`config.mk`:
```
export PLATFORM = sky130hd
export DESIGN_NAME = pipe_hazard_ctrl
export DESIGN_NICKNAME = d
export VERILOG_FILES = /design/src/rtl/pipe_hazard_ctrl.sv
export SDC_FILE = /design/constraint.sdc
export NUM_CORES = 1
export LEC_CHECK = 0
export CAP_MARGIN = 20
export CELL_PAD_IN_SITES_DETAIL_PLACEMENT = 1
export CELL_PAD_IN_SITES_GLOBAL_PLACEMENT = 1
export CORE_MARGIN = 1.5
export CORE_UTILIZATION = 26
export CTS_CLUSTER_SIZE = 20
export DETAILED_ROUTE_END_ITERATION = 12
export GPL_TIMING_DRIVEN = 0
export PLACE_DENSITY_LB_ADDON = 0.1
export SLEW_MARGIN = 0
export SYNTH_ARGS = -nofsm -noshare
export SYNTH_HDL_FRONTEND = slang
export SYNTH_SLANG_ARGS = --single-unit
export TNS_END_PERCENT = 5
```
`constraint.sdc`:
```
create_clock -name clk -period 2.6 [get_ports clk]
set_input_delay 0.26 -clock clk [delete_from_list [all_inputs] [get_ports clk]]
set_output_delay 0.26 -clock clk [all_outputs]
set_load 0.05 [all_outputs]
```
`src/rtl/pipe_hazard_ctrl.sv`:
```
// -----------------------------------------------------------------------------
// pipe_hazard_ctrl
//   Hazard/stall scheduler for a 5-stage IF/ID/EX/MEM/WB pipeline.
//   - Operand forwarding selects (EX_MEM has priority over MEM_WB, x0 never
//     forwarded).
//   - Load-use detection: one-cycle PC/IF_ID hold plus an ID_EX bubble.
//   - Taken-branch flush of IF_ID and ID_EX.
//   - RAM wait-state FSM (RUN/WAIT): a data-RAM access freezes PC..EX_MEM and
//     bubbles MEM_WB for RAM_LAT-1 cycles.
//
// Parameters
//   RAM_LAT   data-RAM access latency in cycles (>=1)
//   LOAD_SEL  rf_wsel code for write-back from RAM (a load)
//
// Ports
//   clk, rst_n                     clock (rising edge), async active-low reset
//   id_rR1/id_rR2, id_re1/id_re2   ID-stage sources and their read enables
//   ex_wR, ex_rf_we, ex_rf_wsel    ID_EX destination / write enable / wb select
//   ex_br_taken                    branch/jump resolved taken in EX
//   mem_wR, mem_rf_we, mem_ram_acc EX_MEM destination / write enable / RAM access
//   wb_wR, wb_rf_we                MEM_WB destination / write enable
//   fwd_a_sel, fwd_b_sel           0 regfile, 1 EX_MEM.wD, 2 MEM_WB.wD
//   stall_*                        hold PC / IF_ID / ID_EX / EX_MEM
//   flush_*                        load bubble into IF_ID / ID_EX / MEM_WB
//   busy                           FSM holding a WAIT-state stall
//
// Optional feature (macro HAZARD_PERF_EN)
//   stall_cnt[31:0]  cycles with stall_pc=1    (wraps, reset to 0)
//   flush_cnt[31:0]  cycles with flush_id_ex=1 (wraps, reset to 0)
// -----------------------------------------------------------------------------
module pipe_hazard_ctrl #(
   parameter int unsigned RAM_LAT  = 3,
   parameter logic [1:0]  LOAD_SEL = 2'd1
) (
   input  logic       clk,
   input  logic       rst_n,
   input  logic [4:0] id_rR1,
   input  logic [4:0] id_rR2,
   input  logic       id_re1,
   input  logic       id_re2,
   input  logic [4:0] ex_wR,
   input  logic       ex_rf_we,
   input  logic [1:0] ex_rf_wsel,
   input  logic       ex_br_taken,
   input  logic [4:0] mem_wR,
   input  logic       mem_rf_we,
   input  logic       mem_ram_acc,
   input  logic [4:0] wb_wR,
   input  logic       wb_rf_we,
   output logic [1:0] fwd_a_sel,
   output logic [1:0] fwd_b_sel,
   output logic       stall_pc,
   output logic       stall_if_id,
   output logic       stall_id_ex,
   output logic       stall_ex_mem,
   output logic       flush_if_id,
   output logic       flush_id_ex,
   output logic       flush_mem_wb,
   output logic       busy
`ifdef HAZARD_PERF_EN
   ,
   output logic [31:0] stall_cnt,
   output logic [31:0] flush_cnt
`endif
);

   localparam int unsigned CNT_W    = (RAM_LAT > 2) ? ($clog2(RAM_LAT) + 1) : 2;
   localparam int unsigned CNT_INIT = (RAM_LAT > 1) ? (RAM_LAT - 2) : 0;
   localparam bit          MULTI    = (RAM_LAT > 1);

   typedef enum logic {
      ST_RUN  = 1'b0,
      ST_WAIT = 1'b1
   } state_t;

   state_t             state_q, state_d;
   logic [CNT_W-1:0]   cnt_q,   cnt_d;
   logic               busy_q,  busy_d;
   logic               lu_block_q, lu_block_d;
   logic               memstall;
   logic               load_use;

   // ---------------------------------------------------------------- forwarding
   always_comb begin
      fwd_a_sel = 2'd0;
      if (id_re1 && mem_rf_we && (mem_wR == id_rR1) && (mem_wR != '0))
         fwd_a_sel = 2'd1;
      else if (id_re1 && wb_rf_we && (wb_wR == id_rR1) && (wb_wR != '0))
         fwd_a_sel = 2'd2;
   end

   always_comb begin
      fwd_b_sel = 2'd0;
      if (id_re2 && mem_rf_we && (mem_wR == id_rR2) && (mem_wR != '0))
         fwd_b_sel = 2'd1;
      else if (id_re2 && wb_rf_we && (wb_wR == id_rR2) && (wb_wR != '0))
         fwd_b_sel = 2'd2;
   end

   // ---------------------------------------------------------- RAM wait FSM
   // The RUN cycle that sees the access already stalls, so WAIT only needs
   // RAM_LAT-2 further stall cycles; its final cnt==0 cycle releases the
   // pipeline and, being in WAIT, cannot re-trigger on the same access.
   always_comb begin
      state_d  = state_q;
      cnt_d    = cnt_q;
      memstall = 1'b0;
      unique case (state_q)
         ST_RUN: begin
            if (MULTI && mem_ram_acc) begin
               memstall = 1'b1;
               state_d  = ST_WAIT;
               cnt_d    = CNT_W'(CNT_INIT);
            end
         end
         ST_WAIT: begin
            if (cnt_q != '0) begin
               memstall = 1'b1;
               cnt_d    = cnt_q - 1'b1;
            end else begin
               state_d  = ST_RUN;
            end
         end
         default: begin
            state_d = ST_RUN;
            cnt_d   = '0;
         end
      endcase
      busy_d = (state_d == ST_WAIT) && (cnt_d != '0);
   end

   // ------------------------------------------------------- hazard decisions
   always_comb begin
      load_use = ex_rf_we && (ex_rf_wsel == LOAD_SEL) && (ex_wR != '0) &&
                 ((id_re1 && (ex_wR == id_rR1)) || (id_re2 && (ex_wR == id_rR2)));
   end

   // lu_block_q suppresses a second load-use stall on the cycle after one was
   // issued, so the response is one cycle even if the inputs do not change.
   // A freeze keeps it as is, since nothing moved.
   always_comb begin
      stall_pc     = 1'b0;
      stall_if_id  = 1'b0;
      stall_id_ex  = 1'b0;
      stall_ex_mem = 1'b0;
      flush_if_id  = 1'b0;
      flush_id_ex  = 1'b0;
      flush_mem_wb = 1'b0;
      lu_block_d   = 1'b0;
      if (memstall) begin
         stall_pc     = 1'b1;
         stall_if_id  = 1'b1;
         stall_id_ex  = 1'b1;
         stall_ex_mem = 1'b1;
         flush_mem_wb = 1'b1;
         lu_block_d   = lu_block_q;
      end else if (ex_br_taken) begin
         flush_if_id  = 1'b1;
         flush_id_ex  = 1'b1;
      end else if (load_use && !lu_block_q) begin
         stall_pc     = 1'b1;
         stall_if_id  = 1'b1;
         flush_id_ex  = 1'b1;
         lu_block_d   = 1'b1;
      end
   end

   always_ff @(posedge clk or negedge rst_n) begin
      if (!rst_n) begin
         state_q    <= ST_RUN;
         cnt_q      <= '0;
         busy_q     <= 1'b0;
         lu_block_q <= 1'b0;
      end else begin
         state_q    <= state_d;
         cnt_q      <= cnt_d;
         busy_q     <= busy_d;
         lu_block_q <= lu_block_d;
      end
   end

   assign busy = busy_q;

`ifdef HAZARD_PERF_EN
   logic [31:0] stall_cnt_q, stall_cnt_d;
   logic [31:0] flush_cnt_q, flush_cnt_d;

   always_comb begin
      stall_cnt_d = stall_cnt_q + {31'd0, stall_pc};
      flush_cnt_d = flush_cnt_q + {31'd0, flush_id_ex};
   end

   always_ff @(posedge clk or negedge rst_n) begin
      if (!rst_n) begin
         stall_cnt_q <= '0;
         flush_cnt_q <= '0;
      end else begin
         stall_cnt_q <= stall_cnt_d;
         flush_cnt_q <= flush_cnt_d;
      end
   end

   assign stall_cnt = stall_cnt_q;
   assign flush_cnt = flush_cnt_q;
`endif

endmodule

```
## Word level (Yosys, flattened, before mapping)

Cells that the tools add are included.
W data, S select, Z words.

| storage, ports and cells | value |
|---|---|
| latch bits | 0 |
| bits of input ports | 36 |
| bits in read-only memories | 0 |
| flip-flop bits (word level) | 6 |
| memories | 0 |
| bits in writable memories | 0 |
| logic and storage cells | 57 |

| operators by class | value |
|---|---|
| bitwise logic cells | 1 |
| shift operators | 0 |
| div/mod/pow operators | 0 |
| multipliers | 0 |
| order comparisons | 0 |
| muxes and demuxes | 18 |
| reductions and logical operators | 26 |
| $add $sub $neg | 1 |
| equality and inequality tests | 7 |

Operators with widths:

| cell | number |
|---|---|
| $eq A5 B5 Y1 | 6 |
| $logic_and A1 B1 Y1 | 19 |
| $reduce_bool A5 Y1 | 3 |
| $mux W1 | 10 |
| $mux W2 | 4 |
| $mux W3 | 2 |
| $pmux W3 S2 | 1 |
| $reduce_bool A3 Y1 | 2 |
| $sub A3 B1 Y3 const B | 1 |
| $eq A2 B1 Y1 const B | 1 |
| $pmux W1 S2 | 1 |
| $logic_not A1 Y1 | 1 |
| $logic_or A1 B1 Y1 | 1 |
| $not A1 Y1 | 1 |

## Depth between registers and ports, before layout

Gate-level depths: netlist of the first run.

| depth | value |
|---|---|
| depth after elaboration | 8 |
| mapped depth | 6 |
| mapped depth without buffers | 6 |

## Least setup slack after synthesis of the first run

Ideal clock, no wire load.

| path | value |
|---|---|
| path kind | input port to output port |
| from | input id_rR1[4] |
| to | output stall_pc |
| cell stages on the path | 5 |
| required time | 2.340 ns |
| arrival | 2.485 ns |
| path slack | -0.145 ns |
| buffers on the path | 1 |
| cells stage by stage | xor2_1 -> nor4_1 -> a32oi_1 -> o31ai_1 -> buf_4 |

| on the way | value |
|---|---|
| longest elaborated chain between the ends | 8 |

RTL lines:

| element | RTL line | source |
|---|---|---|
| start, declared | 37 | `input logic [4:0] id_rR1,` |
| $eq A5 B5 Y1 | 135 | `((id_re1 && (ex_wR == id_rR1)) \|\| (id_re2 && (ex_wR == id_rR2)));` |
| $logic_and A1 B1 Y1 | 135 |  |
| $logic_or A1 B1 Y1 | 135 |  |
| $logic_and A1 B1 Y1 | 134 | `load_use = ex_rf_we && (ex_rf_wsel == LOAD_SEL) && (ex_wR != '0) &&` |
| $logic_and A1 B1 Y1 | 160 | `end else if (load_use && !lu_block_q) begin` |
| $mux W1 (3 in a row) | n/a |  |
| end, declared | 52 | `output logic stall_pc,` |

Every way passes these cells.

## Final worst setup path of the first run

| path | value |
|---|---|
| from | input mem_wR[0] |
| to | output fwd_a_sel[1] |

| on the way | value |
|---|---|
| longest elaborated chain between the ends | 4 |
| elaborated cells on any way between the ends | 5 |

RTL lines:

| element | RTL line | source |
|---|---|---|
| start, declared | 45 | `input logic [4:0] mem_wR,` |
| $eq A5 B5 Y1 | 86 | `if (id_re1 && mem_rf_we && (mem_wR == id_rR1) && (mem_wR != '0))` |
| $logic_and A1 B1 Y1 | 86 |  |
| $logic_and A1 B1 Y1 * | 86 |  |
| $mux W2 * | 86 |  |
| end, declared | 50 | `output logic [1:0] fwd_a_sel,` |

Every way passes the cells marked *; elsewhere a longest branch is shown, timed or not.

==> results of run 1 <==
state kept, by name (all words and copies together), names as in the netlist:
signal,cells
lu_block_q,1
busy,1
cnt_q,3
state_q,1
final timing paths:
kind | to | slack (ps) | cells after the start
min in group clk | lu_block_q | 510 | 2
max reg2reg | busy | 950 | 6
max | fwd_a_sel[1] | 80 | 6
min | state_q | 260 | 1
min reg2reg | lu_block_q | 510 | 2
max in group asynchronous | cnt_q[2] | 2120 | 1
routing by layer:
metal,wire length (um),up-vias
met5,0,-
met3,113,4
li1,-,413
met1,986,385
met2,1240,33
met4,39,0
final cells by class:
type | instances | area, sq um | share of cell area (%)
multi-input cells | 75 | 549 | 43.6
repair buffers | 47 | 458 | 36.3
flip-flops and latches | 6 | 150 | 11.9
well taps | 31 | 38.8 | 3.08
clock buffers | 3 | 22.5 | 1.79
plain buffers | 3 | 22.5 | 1.79
inverters | 5 | 18.8 | 1.49
layout by cell type, fill, tap and decap left out, types with 2 or more instances in the layout:
master           instances
inv_1                    5
clkbuf_4                 3
dlymetal6s2s_1           2
or4_1                    2
nand3_1                  2
and2_1                   2
xnor2_1                 14
dfrtp_1                  6
clkbuf_2                 2
nor4_1                   4
o21ai_0                  4
buf_4                    6
xor2_1                  16
nand4_1                  2
nor3_1                   4
clkdlybuf4s15_1          2
clkdlybuf4s50_1         38
ha_1                     2
nand2_1                  9
stage by stage:
| stage | total power (uW) | hold WS (ps) | util (%) | TNS [ps] |
|---|---|---|---|---|
| 4_1_cts | 973 | 269 | 46.5 | 0 |
| 2_1_floorplan | 639 | -35.6 | - | -43.2 |
| 3_3_place_gp | 875 | 497 | 46.1 | -1330 |
| 3_5_place_dp | 902 | 510 | 46.1 | -1370 |
| 5_1_grt | 1020 | 276 | 46.5 | -77.5 |
| 6_report | 955 | 262 | 46.5 | 0 |
critical path, delay by kind of cell:
family,cells,cell delay [ps]
AOI/OAI and AO/OA,1,160
buffers and inverters,2,1000
and+or+nand+nor,3,840
cells by family after synthesis:
group / share of synthesized area [%]
AOI/OAI and AO/OA: 11.1
xor gates and xnor gates: 35.7
adders and majority gates: 3.40
buffers and inverters: 5.61
DFF: 20.4
and+or+nand+nor: 23.8
report_power, final:
| part | internal (uW) | switching, uW |
|---|---|---|
| combinational | 270 | 443 |
| clock | 52.2 | 33.7 |
| sequential | 132 | 24.4 |
| total | 455 | 501 |
==> impl_metrics.toml, run 1 <==
[status]
run_status = "finished, final reports clean"

[detailed_routing]
wl_um = 2380
drt_iter0_drc = 17
ant_nets = 0
routedWlPerCell_um = 14.0
via_count = 835
drtPass1Iterations = 4
drc = 0
viasPerCell = 4.91

[place]
place_area_sq_mm = 0.00125
place_congestion = 0.793
post-place-ws_ps = -358
io_buffers = 47
place_hpwl_um = 2200
placed_cells = 167

[synthesis]
synth_area_sq_um = 736
async_flop_share_pct = 100
ys_ff_latch = 6
synth_edf_count = 0
seq_area_frac_synth_pct = 20.4
netlist.top_cell.by_area = "dfrtp_1"
synth.avg_cell_area_sq_um = 8.27
synthTopCellsByCount = "xor2_1 (16), xnor2_1 (14), nand2_1 (9), dfrtp_1 (6), inv_1 (5)"
synth_nets = 127
synthDistinctLibCells = 27
ys_top_cells_by_area = "dfrtp_1 (20%), xor2_1 (19%), xnor2_1 (17%), nand2_1 (4.6%), ha_1 (3.4%)"
synth_top_area_share_pct = 20.4
syn_inst = 89
yosys_warnings = 0
ys_dominant_reg_cell = "dfrtp_1"
yosysMostFrequentCell = "xor2_1"

[critical_path]
startpoint_type = "input pin"
path_class = "in -> out"
worstPathArrival_ps = 2260
cp_cell_sequence = "clkdlybuf4s50_1 -> or4_4 -> o21ai_2 -> nor3_1 -> nor3_1 -> clkdlybuf4s15_1"
cp_slowest_stage_delay_ps = 560
cpMostUsedCell = "nor3_1"
path_max_fanout = 3
slowest_stage = "or4_4"
cp_data_required_time_ps = 2340
r2r_start = "cnt_q[0]"
endpoint_kind = "output port"
crit_start = "mem_wR[0]"

[sta]
layout_setup_ws_ps = 83.0
setup_viol = 0
tightest_slew_ps = 505
finalMaxSlewViolations = 0
timing.final.crit_period_ps = 2520
fmax_mhz = 397
finalCritPeriodShare_pct = 96.8
final_hold_viol_count = 0
rsz0062_at_grt = "true"
max_slew_margin_pct = 66.3
clock_skew_ps = 3.76

[floorplan]
start_util_pct = 27.1
die_h_um = 56.2
rows = 19
fp.dieW_um = 56.2
coreArea_sq_mm = 0.00271
ioPinCount = 48
design.die.area_sq_mm = 0.00316

[clocking]
clk_latency_ps = 240
cts_root_buf = "clkbuf_4"
clockBufferDepth = 2
numCtsBuffers = 3
clock_sinks = 6
cts_resized = 8
postCtsSetupBuffers = 0
clkTransAtPathRegs_ps = 50
htree_levels = 1
cts_tree = "done"
cts_hold_buf = 0

[global_routing]
grt_pass1_wl_um = 3940
antenna_found_initial = 0
grt-ovfl-total = 0
grt_max_degree = 9
busiest_layer = "met2"
grt_pass1_vias = 898
use_met3_pct = 1.40
grt_usage_pct = 15.7
grt_use_met1_pct = 18.6
grt_use_met2_pct = 28.7

[cells_and_area]
final_cells = 170
num-fill-cells = 340
drive_above_1_share_pct = 11.5
nNetsFinal = 179
areaGrowthSynthToFinish_pct = 71.3
antenna_cells = 0
final_area_sq_mm = 0.00126

[power]
ir_worst_vdd_mv = 0.668
p_per_area_mw_per_mm2 = 758
leakage_uw = 0.000512

[flow_run]
maxCapViolCount = 0

[worst_hold_path]
hp-class = "in -> async"
Note: power is estimated with default switching activity, not from simulation.
==> run 2, diff against run 1 <==
--- a/config.mk
+++ b/config.mk
@@ -14,6 +14,7 @@
 export DETAILED_ROUTE_END_ITERATION = 12
 export GPL_TIMING_DRIVEN = 0
 export PLACE_DENSITY_LB_ADDON = 0.1
+export SETUP_SLACK_MARGIN = 0.4
 export SLEW_MARGIN = 0
 export SYNTH_ARGS = -nofsm -noshare
 export SYNTH_HDL_FRONTEND = slang
==> constraint.sdc (replaced) <==
create_clock -name clk -period 3.22 [get_ports clk]
set_input_delay 0.322 -clock clk [delete_from_list [all_inputs] [get_ports clk]]
set_output_delay 0.322 -clock clk [all_outputs]
set_load 0.05 [all_outputs]
==> run 2 against run 1 <==
Sequential power shrank 19%. Sequential share of layout area shrank 0.12 points. Largest cell class unchanged. First-iteration DRC count up 18%. Hold slack better by 64 ps. Register-to-register slack gained 620 ps. Combinational power fell by 18%. Worst setup slack improved by 140 ps. Critical path type unchanged. Utilization rose by 0.46 points. Global-route usage is the same.
==> impl_metrics.toml, run 2 (synthesized netlist as in run 1, its figures left out) <==
[detailed_routing]
viasPerCell = 4.89
via_count = 831
drc = 0
routedWlPerCell_um = 14.0
drtPass1Iterations = 4
wl_um = 2390
ant_nets = 0
drt_iter0_drc = 20

[sta]
setup_viol = 0
timing.final.crit_period_ps = 2990
layout_setup_ws_ps = 228
tightest_slew_ps = 505
max_slew_margin_pct = 66.3
setup_tns_ps = 0
fmax_mhz = 334
final_hold_viol_count = 0
rsz0062_at_grt = "true"
whs_ps = 325
clock_skew_ps = 2.43
finalCritPeriodShare_pct = 92.9
finalMaxSlewViolations = 0

[clocking]
htree_levels = 1
clk_latency_ps = 240
numCtsBuffers = 3
postCtsSetupBuffers = 0
clkTransAtPathRegs_ps = 50
clock_sinks = 6
cts_hold_buf = 0
cts_tree = "done"
cts_root_buf = "clkbuf_4"
clockBufferDepth = 2

[critical_path]
slowest_stage = "clkdlybuf4s50_1"
crit_cells = 6
path_class = "in -> out"
endpoint = "flush_id_ex"
cpMostUsedCell = "clkdlybuf4s50_1"
crit_family = "buffers and inverters"
endpoint_kind = "output port"
worstPathArrival_ps = 2670
r2r_start = "cnt_q[0]"
cp_slowest_stage_delay_ps = 840
path_max_fanout = 3
startpoint_type = "input pin"
reg2reg_slack_ps = 1570
critPathBufInv = 2
rr_endpoint = "busy"
cp_cell_sequence = "clkdlybuf4s50_1 -> xor2_1 -> nor4_1 -> a32oi_1 -> o31ai_1 -> clkdlybuf4s50_1"
cp_data_required_time_ps = 2900
reg2regPathDepth = 6
crit_start = "id_rR1[4]"

[power]
ir_worst_vdd_mv = 0.558
leakage_uw = 0.000503
p_per_area_mw_per_mm2 = 613
total_power_uw = 780

[global_routing]
grt_max_degree = 9
grt_usage_pct = 15.7
grt_pass1_wl_um = 3930
grt_pass1_vias = 895
grt-ovfl-total = 0
antenna_found_initial = 0

[place]
io_buffers = 47
place_hpwl_um = 2200
post-place-ws_ps = 138
place_congestion = 0.793

[cells_and_area]
drive_above_1_share_pct = 7.91
top_register = "cnt_q"
final_common_cell = "clkdlybuf4s50_1"
largest_reg_flops = 3
antenna_cells = 0
multi_input_area_sq_um = 549
areaGrowthSynthToFinish_pct = 73.0
nNetsFinal = 179
num-fill-cells = 336
layout_common_cells = "clkdlybuf4s50_1 (44), xor2_1 (16), xnor2_1 (14)"
regArea_sq_um = 150

[floorplan]
start_util_pct = 27.1
die_h_um = 56.2
fp.dieW_um = 56.2
rows = 19
design.die.area_sq_mm = 0.00316
ioPinCount = 48
coreArea_sq_mm = 0.00271

[worst_hold_path]
hp-class = "in -> async"

[flow_run]
maxCapViolCount = 0

[status]
run_status = "finished, final reports clean"
==> run 2: layout make-up <==
type	count	share of cell area [%]
buffer	3	1.77
clock buffer	3	1.77
inverter	5	1.47
multi-input combinational	75	43.2
sequential	6	11.8
tap	31	3.05
timing repair buffer	47	37.0
==> run 2: how the worst min path moves through the flow <==
| stage | startpoint | endpoint | slack [ps] | cells after the start |
|---|---|---|---|---|
| global placement | cnt_q[0] | cnt_q[0] | 500 | 1 |
| finish | rst_n | state_q | 330 | 1 |
| global route | rst_n | busy | 340 | 1 |
| floorplan | rst_n | busy | 30 | 0 |
| CTS | rst_n | cnt_q[1] | 330 | 1 |
| detailed placement | cnt_q[2] | cnt_q[2] | 510 | 2 |
==> run 2: timing repair <==
action | 4_1_cts | 5_1_grt
gates resized for setup | 2 | 1
setup endpoints to repair | 5 | 4
gates cloned | 0 | 0
==> run 2: stage by stage <==
| step | util [%] | std cells | area (sq um) |
|---|---|---|---|
| 2_1_floorplan | - | 89 | 741 |
| 3_5_place_dp | 46.1 | 167 | 1250 |
| 3_3_place_gp | 46.1 | 167 | 1250 |
| 6_report | 47.0 | 170 | 1270 |
| 4_1_cts | 46.9 | 170 | 1270 |
| 5_1_grt | 47.0 | 170 | 1270 |
==> run 2: report_power, final <==
part	internal [uW]	leakage, uW	switching (uW)
clock network	42.1	0.0000138	26.7
logic	228	0.000416	357
registers	107	0.0000724	19.7
==> run 2: per-layer routing <==
layer	track usage [%]	up-vias	share of wire, %
met5	0	-	0
met4	6.46	0	1.6
met3	1.40	4	4.1
met2	28.7	29	52
met1	18.6	385	42
li1	-	413	-
==> run 3, diff against run 2 <==
--- a/config.mk
+++ b/config.mk
@@ -5,6 +5,7 @@
 export SDC_FILE = /design/constraint.sdc
 export NUM_CORES = 1
 export LEC_CHECK = 0
+export ABC_AREA = 1
 export CAP_MARGIN = 20
 export CELL_PAD_IN_SITES_DETAIL_PLACEMENT = 1
 export CELL_PAD_IN_SITES_GLOBAL_PLACEMENT = 1
==> run 3 against run 2 <==
Critical path depth increased by 4. Sequential power increased by 6%. Routed wire length increased by 30%. Critical endpoint unchanged.
==> impl_metrics.toml, run 3 <==
[cells_and_area]
areaGrowthSynthToFinish_pct = 62.1
layout_common_cells = "nand2_1 (50), clkdlybuf4s50_1 (45), inv_1 (26)"
final_area_sq_mm = 0.00144
postLayoutCoreUtil_pct = 43.5
antenna_cells = 0
final_common_cell = "nand2_1"
drive_above_1_share_pct = 9.57
largest_reg_flops = 3
nNetsFinal = 249
top_register = "cnt_q"

[global_routing]
busiest_layer = "met2"
grt_usage_pct = 17.3
grt_max_degree = 8
use_met3_pct = 1.89
grt_pass1_vias = 1115
grt-ovfl-total = 0
antenna_found_initial = 0
grt_pass1_wl_um = 4940
grt_use_met1_pct = 26.0
grt_use_met2_pct = 28.0

[critical_path]
endpoint = "flush_id_ex"
rr_endpoint = "busy"
cp_slowest_stage_delay_ps = 830
reg2regPathDepth = 9
reg2reg_slack_ps = 1840
startpoint_type = "input pin"
cp_cell_sequence = "clkdlybuf4s50_1 -> inv_2 -> nand2_1 -> nand2_1 -> nor2_1 -> nand3_1 -> nand2_1 -> nand2_1 -> o21ai_0 -> clkdlybuf4s50_1"
cpMostUsedCell = "nand2_1"
path_max_fanout = 4
r2r_start = "cnt_q[0]"
crit_start = "id_rR1[2]"
path_class = "in -> out"
slowest_stage = "clkdlybuf4s50_1"
cp_data_required_time_ps = 2900
endpoint_kind = "output port"
worstPathArrival_ps = 2420

[sta]
whs_ps = 324
setup_tns_ps = 0
finalCritPeriodShare_pct = 85.1
final_hold_viol_count = 0
timing.final.crit_period_ps = 2740
tightest_slew_ps = 501
finalMaxSlewViolations = 0
clock_skew_ps = 0.833
setup_viol = 0
fmax_mhz = 365
max_slew_margin_pct = 66.6
rsz0062_at_grt = "true"

[detailed_routing]
wl_um = 3110
ant_nets = 0
drc = 0
routedWlPerCell_um = 12.2
via_count = 1185
viasPerCell = 4.65
drtPass1Iterations = 4
drt_iter0_drc = 32

[synthesis]
synth_nets = 197
synthTopCellsByCount = "nand2_1 (50), inv_1 (26), nor2_1 (22)"
synth-compound-area-share_pct = 15.9
ys_dominant_reg_cell = "dfrtp_1"
syn_inst = 159
async_flop_share_pct = 100
synth.avg_cell_area_sq_um = 5.59
yosys_warnings = 0
ys_top_cells_by_area = "nand2_1 (21%), dfrtp_1 (17%), inv_1 (11%), nor2_1 (9.3%), o22ai_1 (4.2%)"
synth.mux.area_fraction_pct = 0
ys_ff_latch = 6
yosys.area_share.adder_pct = 2.82
synthDistinctLibCells = 25
synthXorXnorAreaFrac_pct = 2.96
yosysMostFrequentCell = "nand2_1"
synth-simple-area-share_pct = 44.6
synth_top_area_share_pct = 21.1
synth_edf_count = 0
seq_area_frac_synth_pct = 16.9
netlist.top_cell.by_area = "nand2_1"
synth_area_sq_um = 888
synth_top_family_by_area = "simple AND/OR/NAND/NOR gates"

[power]
p_per_area_mw_per_mm2 = 636
p_sw_share_pct = 54.6
internal_power_uw = 416
p_switching_uw = 500
p_clk_share_pct = 7.5
seq_power_share_pct = 14.8
total_power_uw = 916
ir_worst_vdd_mv = 0.661
power_frac_comb_pct = 77.8
leakage_uw = 0.000739

[clocking]
postCtsSetupBuffers = 0
cts_root_buf = "clkbuf_4"
clockBufferDepth = 2
cts_tree = "done"
cts_hold_buf = 0
clk_latency_ps = 240
clock_sinks = 6
clkTransAtPathRegs_ps = 40
cts_resized = 1
htree_levels = 1
numCtsBuffers = 3

[flow_run]
maxCapViolCount = 0

[status]
run_status = "finished, final reports clean"

[floorplan]
fp.dieW_um = 61.5
die_h_um = 61.5
coreArea_sq_mm = 0.00331
start_util_pct = 26.8
design.die.area_sq_mm = 0.00378
ioPinCount = 48
rows = 21

[place]
place_hpwl_um = 2750
io_buffers = 47
place_congestion = 0.890
place_area_sq_mm = 0.00142

[worst_hold_path]
hp-class = "in -> async"
## run 3: kinds of logic after synthesis
kind of cell             count (synthesis)
flip-flops                               6
AND/OR/NAND/NOR                         91
buffers and inverters                   36
XOR/XNOR                                 3
adder cells (fa/ha/maj)                  2
AO/OA/AOI/OAI                           21
## run 3: stage by stage
step	cells	setup WS (ps)
finish	255	478
global route	255	340
CTS	255	466
detailed placement	252	399
global placement	252	423
floorplan	159	517
## run 3: critical path: cells and delay by family
| kind | cells | cell delay, ps |
|---|---|---|
| simple gates | 6 | 410 |
| buf+inv | 3 | 1520 |
| compound gates | 1 | 170 |
## run 3: how the worst min path moves through the flow
stage | end | slack [ps]
finish | cnt_q[2] | 320
global route | cnt_q[2] | 340
CTS | cnt_q[2] | 330
detailed placement | cnt_q[0] | 490
global placement | cnt_q[0] | 490
floorplan | busy | 30
## run 3: area by class of cell
cell class,count,area (sq um)
Buffer,3,22.5
Clock buffer,3,22.5
Fill cell,467,1870
Inverter,33,126
Multi-Input combinational cell,117,589
Sequential cell,6,150
Tap cell,46,57.6
Timing Repair Buffer,47,472
## run 3: per-layer routing
layer / share of wire, % / routed length (um)
met1: 50 / 1570
met2: 46 / 1420
met5: 0 / 0
met4: 0 / 0
met3: 4.0 / 124
## run 3: power groups by stage
stage / Clock (uW) / Sequential [uW] / Combinational [uW]
2_1_floorplan: 0 / 155 / 477
3_3_place_gp: 0 / 136 / 709
3_5_place_dp: 0 / 137 / 726
4_1_cts: 73.0 / 136 / 721
5_1_grt: 75.4 / 142 / 772
6_report: 68.5 / 135 / 712
